[src/rtl/shift_unit_arbiter_if.sv]
// Request/response bundle for the shared shifter: two requesters in, one tagged result out.
// Handshake: a request moves when reqN_valid & reqN_ready on a rising edge; the result moves when
// rsp_valid & rsp_ready. A requester holds valid and operands stable until it sees ready.
interface shift_unit_arbiter_if #(
    parameter int DATA_WIDTH = 32
);
    logic                  req0_valid;
    logic                  req0_ready;
    logic [DATA_WIDTH-1:0] req0_A;
    logic [4:0]            req0_B;
    logic [1:0]            req0_op;

    logic                  req1_valid;
    logic                  req1_ready;
    logic [DATA_WIDTH-1:0] req1_A;
    logic [4:0]            req1_B;
    logic [1:0]            req1_op;

    logic                  rsp_valid;
    logic                  rsp_ready;
    logic [DATA_WIDTH-1:0] rsp_data;
    logic                  rsp_id;

    modport master (
        output req0_valid, req0_A, req0_B, req0_op,
        output req1_valid, req1_A, req1_B, req1_op,
        output rsp_ready,
        input  req0_ready, req1_ready,
        input  rsp_valid, rsp_data, rsp_id
    );

    modport slave (
        input  req0_valid, req0_A, req0_B, req0_op,
        input  req1_valid, req1_A, req1_B, req1_op,
        input  rsp_ready,
        output req0_ready, req1_ready,
        output rsp_valid, rsp_data, rsp_id
    );
endinterface

[src/rtl/shift_unit_arbiter.sv]
// One combinational SLL/SRL/SRA shifter shared round-robin between two requesters;
// the result sits in a single output register tagged with the requester id.
module shift_unit_arbiter #(
    parameter int DATA_WIDTH = 32
) (
    input  logic                   clk,
    input  logic                   rst,
    shift_unit_arbiter_if.slave    bus
);
    logic                  last_grant;
    logic                  rsp_valid_q;
    logic [DATA_WIDTH-1:0] rsp_data_q;
    logic                  rsp_id_q;

    logic                  can_issue;
    logic                  grant;
    logic                  xfer;
    logic [DATA_WIDTH-1:0] sel_a;
    logic [4:0]            sel_b;
    logic [1:0]            sel_op;
    logic [DATA_WIDTH-1:0] shift_res;

    // The slot may take a new result when empty or being drained this cycle.
    assign can_issue = !rsp_valid_q || bus.rsp_ready;

    // With a tie (or nobody asking) the side that did not win last time is favoured.
    always_comb begin
        grant = ~last_grant;
        if (bus.req0_valid && !bus.req1_valid) begin
            grant = 1'b0;
        end else if (bus.req1_valid && !bus.req0_valid) begin
            grant = 1'b1;
        end
    end

    assign bus.req0_ready = !rst && can_issue && !grant;
    assign bus.req1_ready = !rst && can_issue && grant;

    assign xfer = grant ? (bus.req1_valid && bus.req1_ready)
                        : (bus.req0_valid && bus.req0_ready);

    always_comb begin
        sel_a  = bus.req0_A;
        sel_b  = bus.req0_B;
        sel_op = bus.req0_op;
        if (grant) begin
            sel_a  = bus.req1_A;
            sel_b  = bus.req1_B;
            sel_op = bus.req1_op;
        end
    end

    // Reserved op 01 still produces a response, carrying zero.
    always_comb begin
        shift_res = '0;
        case (sel_op)
            2'b00:   shift_res = sel_a << sel_b;
            2'b10:   shift_res = sel_a >> sel_b;
            2'b11:   shift_res = $signed(sel_a) >>> sel_b;
            default: shift_res = '0;
        endcase
    end

    always_ff @(posedge clk) begin
        if (rst) begin
            rsp_valid_q <= 1'b0;
            rsp_data_q  <= '0;
            rsp_id_q    <= 1'b0;
            last_grant  <= 1'b1;
        end else if (xfer) begin
            rsp_valid_q <= 1'b1;
            rsp_data_q  <= shift_res;
            rsp_id_q    <= grant;
            last_grant  <= grant;
        end else if (bus.rsp_ready) begin
            rsp_valid_q <= 1'b0;
        end
    end

    assign bus.rsp_valid = rsp_valid_q;
    assign bus.rsp_data  = rsp_data_q;
    assign bus.rsp_id    = rsp_id_q;
endmodule
[src/flat_wrapper.sv]
// flat-port wrapper written by rule: the top's interface ports become plain ports
module shift_unit_arbiter_flat 
#(
    parameter int DATA_WIDTH = 32
)
  (clk, rst, bus_req0_valid, bus_req0_A, bus_req0_B, bus_req0_op, bus_req1_valid, bus_req1_A, bus_req1_B, bus_req1_op, bus_rsp_ready, bus_req0_ready, bus_req1_ready, bus_rsp_valid, bus_rsp_data, bus_rsp_id);
  shift_unit_arbiter_if #(.DATA_WIDTH(DATA_WIDTH)) bus_i ();
  input  logic clk;
  input  logic rst;
  input wire logic [$bits(bus_i.req0_valid)-1:0] bus_req0_valid;
  input wire logic [$bits(bus_i.req0_A)-1:0] bus_req0_A;
  input wire logic [$bits(bus_i.req0_B)-1:0] bus_req0_B;
  input wire logic [$bits(bus_i.req0_op)-1:0] bus_req0_op;
  input wire logic [$bits(bus_i.req1_valid)-1:0] bus_req1_valid;
  input wire logic [$bits(bus_i.req1_A)-1:0] bus_req1_A;
  input wire logic [$bits(bus_i.req1_B)-1:0] bus_req1_B;
  input wire logic [$bits(bus_i.req1_op)-1:0] bus_req1_op;
  input wire logic [$bits(bus_i.rsp_ready)-1:0] bus_rsp_ready;
  output wire logic [$bits(bus_i.req0_ready)-1:0] bus_req0_ready;
  output wire logic [$bits(bus_i.req1_ready)-1:0] bus_req1_ready;
  output wire logic [$bits(bus_i.rsp_valid)-1:0] bus_rsp_valid;
  output wire logic [$bits(bus_i.rsp_data)-1:0] bus_rsp_data;
  output wire logic [$bits(bus_i.rsp_id)-1:0] bus_rsp_id;
  assign bus_i.req0_valid = bus_req0_valid;
  assign bus_i.req0_A = bus_req0_A;
  assign bus_i.req0_B = bus_req0_B;
  assign bus_i.req0_op = bus_req0_op;
  assign bus_i.req1_valid = bus_req1_valid;
  assign bus_i.req1_A = bus_req1_A;
  assign bus_i.req1_B = bus_req1_B;
  assign bus_i.req1_op = bus_req1_op;
  assign bus_i.rsp_ready = bus_rsp_ready;
  assign bus_req0_ready = bus_i.req0_ready;
  assign bus_req1_ready = bus_i.req1_ready;
  assign bus_rsp_valid = bus_i.rsp_valid;
  assign bus_rsp_data = bus_i.rsp_data;
  assign bus_rsp_id = bus_i.rsp_id;
  shift_unit_arbiter #(.DATA_WIDTH(DATA_WIDTH)) u_core (.clk(clk), .rst(rst), .bus(bus_i));
endmodule
[config.mk]
export PLATFORM = sky130hd
export DESIGN_NAME = shift_unit_arbiter_flat
export DESIGN_NICKNAME = d
export VERILOG_FILES = /design/src/rtl/shift_unit_arbiter_if.sv /design/src/rtl/shift_unit_arbiter.sv /design/src/flat_wrapper.sv
export SDC_FILE = /design/constraint.sdc
export NUM_CORES = 1
export LEC_CHECK = 0
export BUFFER_PORTS_ARGS = -buffer_cell sky130_fd_sc_hd__buf_2
export CELL_PAD_IN_SITES_DETAIL_PLACEMENT = 1
export CELL_PAD_IN_SITES_GLOBAL_PLACEMENT = 2
export CORE_ASPECT_RATIO = 2
export CORE_UTILIZATION = 35
export DETAILED_ROUTE_END_ITERATION = 12
export GPL_ROUTABILITY_DRIVEN = 0
export PLACE_DENSITY_LB_ADDON = 0.1
export REMOVE_ABC_BUFFERS = 1
export SETUP_SLACK_MARGIN = 0.1
export SYNTH_ARGS = -nofsm -noshare
export SYNTH_HDL_FRONTEND = slang
export SYNTH_SLANG_ARGS = --single-unit
[constraint.sdc]
create_clock -name clk -period 4.9 [get_ports clk]
set_clock_uncertainty 0.05 [all_clocks]
set_input_delay 0.245 -clock clk [delete_from_list [all_inputs] [get_ports clk]]
set_output_delay 0.245 -clock clk [all_outputs]
set_load 0.01 [all_outputs]
# Word-level counts from Yosys, hierarchy flattened
# Index checks and enable logic that the tools add are counted.
word_totals:
  ff_bits: 35
  latchBits: 0
  mem_bits_rw: 0
  mem_bits_ro: 0
  output_inout_bits: 36
  wordCells: 34
  n_memories: 0
op_classes:
  addsub: 0
  mul: 0
  div_mod_pow: 0
  magnitude_cmp: 0
  eq_ne: 2
  shifts: 3
  mux: 9
  n_bitwise: 1
  n_reduce_logical: 15
op_table:
  columns: ["op", "count"]
  rows:
  - ["one-hot mux 32 bit (3 select lines)", 1]
  - ["two-way mux 32 bit", 1]
  - ["left shift 32 x 5 -> 32 bit", 1]
  - ["right shift 32 x 5 -> 32 bit", 1]
  - [">>> shifter 32 x 5 -> 32 bit", 1]
  - ["logical AND 1 bit", 7]
  - ["zero test 1 bit", 5]
  - ["two-way mux 1 bit", 5]
  - ["two-way mux 5 bit", 1]
  - ["== test 2 bit, second input constant", 2]
  - ["zero test 2 bit", 1]
  - ["two-way mux 2 bit", 1]
  - ["nonzero test 2 bit", 1]
  - ["logical OR 1 bit", 1]
  - ["inverter 1 bit", 1]

# Depth between registers and ports, before layout
# Gate-level depths: netlist of run 1.
logic_depth:
  word_depth: 9
  depth_mapped: 14
  mapped_depth_nobuf: 8

# Worst setup path after synthesis of run 1
# No wires, ideal clock.
synth_path:
  kind: "input port to flip-flop"
  startpoint: "input port bus_req1_valid"
  endpoint: "register u_core.rsp_data_q[21] (netlist: u_core.bus.rsp_data[21])"
  setup_time_ns: 0.134
  t_arrival_ns: 2.431
  t_required_ns: 4.716
  setup_slack_ns: 2.284
  stages: 11
  path_buffers: 3
  path_cell_list: "buf_4 nand2b_1 buf_4 o21ai_2 buf_6 mux2_2 o21ai_1 nor2_1 nand4_1 o31ai_1 or4_1"
synth_between:
  elab_chain_len: 7
synth_rtl:
  columns: ["item", "line", "rtl"]
  rows:
  - ["start: declaration", "flat_wrapper.sv:14", "input wire logic [$bits(bus_i.req1_valid)-1:0] bus_req1_valid;"]
  - ["branches (longest 7 deep; another with two-way mux 32 bit)", null, null]
  - ["end signal: assignment", "shift_unit_arbiter.sv:72", "rsp_data_q <= shift_res;"]
  - ["end: declaration", "shift_unit_arbiter.sv:12", "logic [DATA_WIDTH-1:0] rsp_data_q;"]
# Several ways; the timed one is not identified.
# A chain may end at the register's enable or synchronous reset.

# Worst setup path in the final report of run 1
layout_path:
  startpoint: "register u_core.last_grant"
  endpoint: "register u_core.rsp_data_q[12] (netlist: u_core.bus.rsp_data[12])"
layout_between:
  elab_chain_len: 7
layout_rtl:
  columns: ["item", "line", "rtl"]
  rows:
  - ["start: declaration", "shift_unit_arbiter.sv:10", "logic last_grant;"]
  - ["start signal: assignment", "shift_unit_arbiter.sv:74", "last_grant <= grant;"]
  - ["inverter 1 bit (*)", "shift_unit_arbiter.sv:28", "grant = ~last_grant;"]
  - ["two-way mux 1 bit (*)", "shift_unit_arbiter.sv:31", "end else if (bus.req1_valid && !bus.req0_valid) begin"]
  - ["two-way mux 1 bit (*)", "shift_unit_arbiter.sv:29", "if (bus.req0_valid && !bus.req1_valid) begin"]
  - ["branches (longest 4 deep; another with two-way mux 32 bit)", null, null]
# Every way passes the cells marked *.

==> metrics, run 1 <==
status=finished clean; Slew HR=around 18%; Die Ht=201 um; Final setup viols=0; io pins=119; Multi-input gate area=5780 um^2; commonest register cell after synthesis=dfxtp_1; hold_buf cts=0; wirelength, routed=41,500 um; worst min path class=in -> reg; total number of vias=roughly 9,300; register area=between 700 and 800 um^2; # diodes=0; crit path DAT=4.37 ns; Worst EP required=5.04 ns; Post-CTS Setup Inserts=0; HPWL after detailed placement=32,100 um; DR pass1 iterations=5; leakage power=3.13 nW; max cap viols=0; Seq cells post-synth=35; total CTS buffers=5; most frequent cell after synthesis=nand2_1; Max Freq=237 MHz; top cell type's share of synthesized area=10.1%; first-pass GRT wire length=61,000 um; top cells by count, synth=nand2_1, a21oi_1, mux2i_1; CTS root buffer=clkbuf_16; Total Routing Usage GR=41.0%; worst slew pin tran=1.20 ns; asr flop ratio synth=0%; vias in the first global route=9,294; clk_lat worst skew=roughly 0.3 ns; Core ar.=~19,000 um^2; CTS tree=built; Cell variety after synth=92; PD cells=285 nW/um^2; Startpoint Class=flop; largest fanout on the critical path=37; Syn Area/Cell=7.07 um^2; Iter 0 DRT Violations=809; Initial Util=35.9%; DP Cell Count=1,314; die area=20,500 um^2; final core occ=41.2%; DRC viols=0; initial antenna violation count=2; kind of critical path=reg -> reg; clock buffer depth=2; post-detailed-route count of antenna-violating nets=0; # port buffers=~120; EDFF count, synth=0; post-layout min period=4.23 ns; htree depth=2; Slew Viols, Final=0; ratio of cells with drive above 1 in the final layout=22.0%; site row count=72; DIE WIDTH=102 um; VDD IR-drop max=0.208 mV; Num Clock Sinks=35; area grow syn2layout=14.7%; Hold Fails Final Rpt=0; post_cts resized=0; Routed wire per std cell=between 30 and 40 um; RSZ-0062 raised after global routing=no; Synth area leader=dfxtp_1; cell count after synthesis=985; Clk pin slew, worst setup/hold paths=0.07 ns; fin cells=1,322; Via density=7.06; pin count of the biggest net entering global routing=43; fill cell count=around 2,500; number of synthesis warnings=0; crit end category=flop; gr ovfl total=0; most area-consuming cells after synthesis=dfxtp_1, mux2i_1, a21oi_1; Seq/Total Area, Yosys=10.1%; Mapped Area=6960 um^2; Final Cycle Share=86.2%; nets=1,145
==> path summary, 6_finish.rpt <==
check / startpoint / to / slack, ns / cells past startpoint
worst min register to register: u_core.bus.rsp_data[18] / u_core.bus.rsp_data[18] / 0.41 / 1
worst min-delay path: rst / u_core.bus.rsp_valid / 0.21 / 2
worst max register to register: u_core.last_grant / u_core.bus.rsp_data[12] / 0.67 / 10
worst max-delay path: u_core.last_grant / u_core.bus.rsp_data[12] / 0.67 / 10
==> cells by family after synthesis <==
| family | count (synthesis) | synth area share, % |
|---|---|---|
| buffers and inverters | 103 | 7.51 |
| AO/OA/AOI/OAI | 438 | 47.7 |
| AND/OR/NAND/NOR | 324 | 22.2 |
| multiplexers | 85 | 12.5 |
| flip-flops | 35 | 10.1 |
==> per-stage QoR <==
stage	setup slack, ns	power, W	hold slack (ns)	cell area [um^2]	setup TNS, ns
finish	0.675	0.00227	0.214	7980	0
CTS	1.19	0.00219	0.215	7980	0
global placement	1.19	0.00179	0.395	7820	0
detailed placement	1.13	0.00179	0.400	7820	0
floorplan	-0.746	0.00119	0.264	6480	-7.66
global route	0.757	0.00235	0.233	7980	0
==> per-layer routing <==
metal | up-vias | wire length (um) | track usage, %
met3 | 208 | 3200 | 9.80
met5 | - | 19 | 0
li1 | 4055 | - | -
met1 | 4558 | 14200 | 42.9
met2 | 504 | 19800 | 66.6
met4 | 4 | 4300 | 36.5
==> layout make-up <==
type / instances / share of cell area [%]
Clock buffer: 5 / 1.57
Sequential cell: 35 / 8.78
Timing Repair Buffer: 161 / 12.1
Tap cell: 259 / 4.06
Multi-Input combinational cell: 847 / 72.4
Inverter: 12 / 0.564
Clock inverter: 3 / 0.549
==> registers in the layout, summed over array words and instances (netlist names) <==
signal and count:
u_core.bus.rsp_data 32, u_core.bus.rsp_valid 1, u_core.bus.rsp_id 1, u_core.last_grant 1
==> layout by cell type, fill, tap and decap left out, drive strengths merged, types with 20 or more instances in the layout <==
cell type	instances
a221oi	20
o211ai	34
a21oi	91
nor2	69
nand2b	22
nand3	30
o21ai	53
mux2i	69
dfxtp	35
a211oi	43
nand2	118
buf	161
nor3	29
==> worst max-delay path, stage by stage (launching register included) <==
cell       delay, ns
dfxtp_1         0.34
buf_4           0.27
inv_1           0.14
o21ai_4         0.69
buf_12          0.30
mux2i_1         0.46
o2bb2ai_1       0.29
o2bb2ai_1       0.89
mux2_2          0.33
o211ai_1        0.10
a22o_1          0.21
==> power by group <==
group / switching [W] / leakage, nW / total, W / internal [W]
Combinational: 0.00106 / 2.76 / 0.00154 / 0.000478
Sequential: 0.0000174 / 0.287 / 0.000333 / 0.000316
Clock: 0.000158 / 0.0838 / 0.000399 / 0.000241
(Power assumes the default switching activity.)
==> run 2, diff against run 1 <==
Settings changed: CTS_CLUSTER_SIZE set to 8, GPL_TIMING_DRIVEN set to 0, PLACE_DENSITY set to 0.95, PLACE_DENSITY_LB_ADDON 0.1 to unset.
==> run 2 against run 1 <==
- fmax fell by 7.9%
- critical path depth fell by 1
- clock power decreased by 19%
- sequential share of layout area up 0.20 points
- sequential cell count is the same
- total power shrank 4.2%
- combinational power is essentially flat
- largest cell class unchanged
- largest power group unchanged
- highest routed layer is now met4
==> metrics, run 2 (synthesis gave the netlist of run 1 again) <==
hold path depth=3; io pins=119; Startpoint Class=flop; leakage power=3.00 nW; Top Usage Layer GRT=met2; max cap viols=0; Slew Viols, Final=0; crit path DAT=4.74 ns; HPWL after detailed placement=approximately 29,000 um; Fin Hold WS=0.311 ns; most frequent cells in the layout=buf_2, nand2_1, a21oi_1; Slew HR=under 10%; hold path start=bus_rsp_ready; setup_tns=0 ns; worst slew pin tran=1.38 ns; total number of vias=around 9,400; Final Cycle Share=between 90% and 100%; area grow syn2layout=12.3%; worst reg2reg startpoint=u_core.last_grant; ratio of cells with drive above 1 in the final layout=20.4%; reg-to-reg endpoint=u_core.bus.rsp_data[27]; status=finished clean; post-detailed-route count of antenna-violating nets=0; final core occ=approximately 40%; clk_lat worst skew=0.29 ns; M1 GR Usage=around 42%; M2 GR Usage=62.4%; post-layout min period=4.59 ns; Initial Util=about 36%; # diodes=0; die area=between 20,000 and 25,000 um^2; DRC viols=0; CTS tree=built; Final setup viols=0; nets=~1,100; DP Cell Count=approximately 1,300; htree depth=2; CTS root buffer=clkbuf_16; Via density=7.30; worst min path class=in -> reg; Hold Fails Final Rpt=0; Worst EP required=5.05 ns; Iter 0 DRT Violations=1,072; Total Routing Usage GR=39.3%; first-pass GRT wire length=59,300 um; Reg2Reg Depth=9; pin count of the biggest net entering global routing=slightly above 50; DIE WIDTH=102 um; PD cells=between 200 and 300 nW/um^2; Worst Hold Endpoint=u_core.bus.rsp_valid; flop-to-flop setup slack=0.31 ns; DR pass1 iterations=5; Max Freq=218 MHz; crit end category=flop; met3 usage=about a tenth; gr ovfl total=0; VDD IR-drop max=0.133 mV; hold_buf cts=0; vias in the first global route=9,571; Die Ht=201 um; site row count=72; fin cells=1,289; Routed wire per std cell=30.6 um; clock buffer depth=2; total CTS buffers=5; commonest non-fill, non-tap cell in the layout=buf_2; kind of critical path=reg -> reg; largest fanout on the critical path=34; # port buffers=118; wirelength, routed=39,500 um; Core ar.=19,400 um^2; total power=0.00218 W; RSZ-0062 raised after global routing=no; number of flip-flops in the largest register=32; Num Clock Sinks=35; initial antenna violation count=0; Clk pin slew, worst setup/hold paths=0.06 ns
-- run 2: cell count changes in the layout (fill, tap and decap cells not counted), sizes merged --
cell	before	now
buf	161	129
bufinv	1	0
clkbuf	5	6
clkinv	2	1
-- run 2: timing repair --
item,CTS,global route
buffers inserted,0,0
endpoints found under the setup margin,8,2
gates resized for setup,1,2
-- run 2: where the power goes --
part	switching (W)	total (W)	internal, W
clock network	0.000127	0.000325	0.000198
logic	0.00105	0.00151	0.000460
registers	0.0000276	0.000344	0.000316
-- run 2: worst max path at each step --
stage	from	end	slack, ns	cells past startpoint
global placement	u_core.last_grant	u_core.bus.rsp_data[27]	-3.84	8
global route	u_core.last_grant	u_core.bus.rsp_data[27]	0.19	9
detailed placement	u_core.last_grant	u_core.bus.rsp_data[29]	-0.11	9
finish	u_core.last_grant	u_core.bus.rsp_data[27]	0.31	9
CTS	u_core.last_grant	u_core.bus.rsp_data[29]	0.40	9
floorplan	u_core.last_grant	u_core.bus.rsp_data[27]	-0.75	8
-- run 2: through the flow --
stage	worst slack, ns	cell area [um^2]
after floorplan	-0.746	6480
after global placement	-3.84	7400
after detailed placement	-0.108	7670
after CTS	0.401	7820
after global routing	0.186	7820
final	0.313	7820
-- run 2: final cells by class --
cell class	count	area, um^2
clock buffer	6	139
tap	259	324
sequential	35	702
fill	2501	11500
clock inverter	1	5.00
inverter	12	45.0
multi-input combinational	847	5810
timing repair buffer	129	800
-- run 2: per-layer routing --
| layer | routed length [um] | vias up |
|---|---|---|
| met4 | 4170 | 0 |
| li1 | - | 3989 |
| met2 | 18700 | 672 |
| met3 | 3810 | 267 |
| met1 | 12900 | 4488 |
| met5 | 0 | - |
-- run 2: critical path, cell delays in order, from the launching register on --
cell and delay [ns]:
dfxtp_2 0.83, inv_1 0.29, o21ai_4 0.62, buf_12 0.28, mux2i_4 0.50, nand2_1 0.51, a2111oi_0 0.76, a211o_1 0.25
a211oi_1 0.08, a221oi_2 0.28
==> run 3, diff against run 2 <==
Settings changed: ABC_AREA set to 1, CORE_UTILIZATION 35 to 30, SKIP_LAST_GASP set to 1.
==> run 3 against run 2 <==
- total power shrank 13%
- final cell count grew 9.4%
- clock-buffer cell count is the same
- fmax grew 3.9%
- global-route usage shrank 14 points
- first-iteration DRC count shrank 48%
==> metrics, run 3 <==
Worst EP required=5.06 ns; Reg2Reg Depth=13; Clk pin slew, worst setup/hold paths=0.05 ns; Initial Util=approximately 30%; initial antenna violation count=0; Slew Viols, Final=0; switching share of power=54.0%; crit path DAT=4.57 ns; leakage power=approximately 3.3 nW; CP cell instances=inv_1, nand2_2, nand2_4, nand2_1, o21ai_4, inv_2, nor2_4, inv_1, o21ai_0, nand2_1, nand3_1, nand2_1, a21oi_1; total number of vias=7,735; RSZ-0062 raised after global routing=no; Max stage delay on crit path=0.73 ns; Via density=5.49; worst slew pin tran=approximately 1.3 ns; asr flop ratio synth=0%; CP Buf/Inv Count=3; flop-to-flop setup slack=0.48 ns; Worst path slowest cell=nand2_4; area post-placement=6330 um^2; Core ar.=18,800 um^2; DIE WIDTH=approximately 100 um; site row count=a little over 70; commonest non-fill, non-tap cell in the layout=nand2_1; htree depth=2; Final setup viols=0; commonest register cell after synthesis=dfxtp_1; Crit path max-delay family=simple AND/OR/NAND/NOR gates; max cap viols=0; cell internal pwr=0.000876 W; largest fanout on the critical path=50; Final Cycle Share=roughly nine tenths; Slew HR=11.3%; Iter 0 DRT Violations=553; DR pass1 iterations=7; wirelength, routed=24,800 um; worst min path class=in -> reg; first-pass GRT wire length=approximately 39,000 um; vias in the first global route=between 7,000 and 8,000; Routed wire per std cell=17.6 um; CTS root buffer=clkbuf_16; top cells by count, synth=nand2_1, nand3_1, inv_1; Max Freq=226 MHz; HPWL after detailed placement=19,100 um; Hold Fails Final Rpt=0; Mapped Area=5780 um^2; cell mode on critical path=nand2_1; # port buffers=118; post-layout min period=between 4 and 5 ns; die area=19,900 um^2; ratio of cells with drive above 1 in the final layout=~15%; CTS tree=built; clk_lat worst skew=0.28 ns; combinational power share=67.5%; EDFF count, synth=0; io pins=about 120; pin count of the biggest net entering global routing=71; Cell variety after synth=35; number of synthesis warnings=0; crit end category=flop; status=finished clean; most area-consuming cells after synthesis=nand3_1, nand2_1, dfxtp_1; fill cell count=2,743; top cell type's share of synthesized area=29.9%; Num Clock Sinks=35; VDD IR-drop max=around 0.14 mV; Reg power frac=between 10% and 20%; DRC viols=0; cell count after synthesis=1,102; kind of critical path=reg -> reg; nets=1,239; number of flip-flops in the largest register=32; post-detailed-route count of antenna-violating nets=0; gr ovfl total=0; Psw=0.00103 W; most frequent cells in the layout=nand2_1, nand3_1, buf_2; Startpoint Class=flop; Syn Area/Cell=roughly 5.2 um^2; hold path depth=4; area grow syn2layout=12.2%; final core occ=about a third; # diodes=0; critical path depth=13; PD cells=293 nW/um^2; clock power share=15.1%; Die Ht=198 um; Seq cells post-synth=35; total CTS buffers=5; Synth area leader=nand3_1; Seq/Total Area, Yosys=12.1%; most frequent cell after synthesis=nand2_1; clock buffer depth=2; Final Cell Area=roughly 6500 um^2; Total Routing Usage GR=about a quarter
## run 3: cell families (layout without fill, tap and decap cells)
| family | after synthesis | count (layout) | share of synthesized area, % |
|---|---|---|---|
| AO/OA/AOI/OAI | 87 | 89 | 9.13 |
| buffers and inverters | 137 | 188 | 11.4 |
| AND/OR/NAND/NOR | 843 | 843 | 67.3 |
| flip-flops | 35 | 35 | 12.1 |
## run 3: stage by stage
step                TNS [ns]  hold WS, ns  total power (W)  worst slack [ns]  cells
finish                     0        0.193          0.00190             0.485   1410
global route               0        0.227          0.00206             0.114   1410
floorplan                  0        0.257          0.00118             0.548   1026
detailed placement     -1.90        0.404          0.00159            -0.233   1402
global placement      -50.62        0.400          0.00156             -2.03   1399
CTS                        0        0.188          0.00189             0.305   1409
## run 3: worst min-delay path, cell delays in order
cell and delay, ns:
buf_2 0.08, inv_1 0.03, nand2_1 0.06, a21oi_1 0.06
## run 3: worst paths after layout
kind | start | endpoint
max | u_core.last_grant | u_core.bus.rsp_data[19]
min | bus_rsp_ready | u_core.bus.rsp_valid
max reg2reg | u_core.last_grant | u_core.bus.rsp_data[19]
min reg2reg | u_core.bus.rsp_data[15] | u_core.bus.rsp_data[15]
## run 3: cell type report
| class | instances | area (um^2) | area share (%) |
|---|---|---|---|
| Multi-Input combinational cell | 932 | 4460 | 68.7 |
| Sequential cell | 35 | 701 | 10.8 |
| Timing Repair Buffer | 121 | 646 | 9.95 |
| Tap cell | 255 | 319 | 4.92 |
| Inverter | 61 | 234 | 3.61 |
| Clock buffer | 6 | 129 | 1.99 |
## run 3: repair_timing
action	in CTS	in global routing
endpoints found under the setup margin	29	17
gates cloned	1	1
gates resized for setup	0	3
buffers inserted	0	0
pin swaps	1	1
hold buffers	0	0
## run 3: layer usage
layer / GRT usage (%) / vias to the layer above / routed length [um]
met4: 19.6 / 0 / 1910
met5: 0 / - / 0
met2: 47.1 / 226 / 13300
met3: 2.01 / 89 / 734
met1: 24.7 / 3606 / 8870
li1: - / 3814 / -
## run 3: power by group through the flow
stage | combinational (W) | sequential [W] | clock [W]
2_1_floorplan | 0.000835 | 0.000350 | 0
3_3_place_gp | 0.00123 | 0.000335 | 0
3_5_place_dp | 0.00126 | 0.000336 | 0
4_1_cts | 0.00127 | 0.000331 | 0.000294
5_1_grt | 0.00142 | 0.000333 | 0.000307
6_report | 0.00129 | 0.000330 | 0.000287
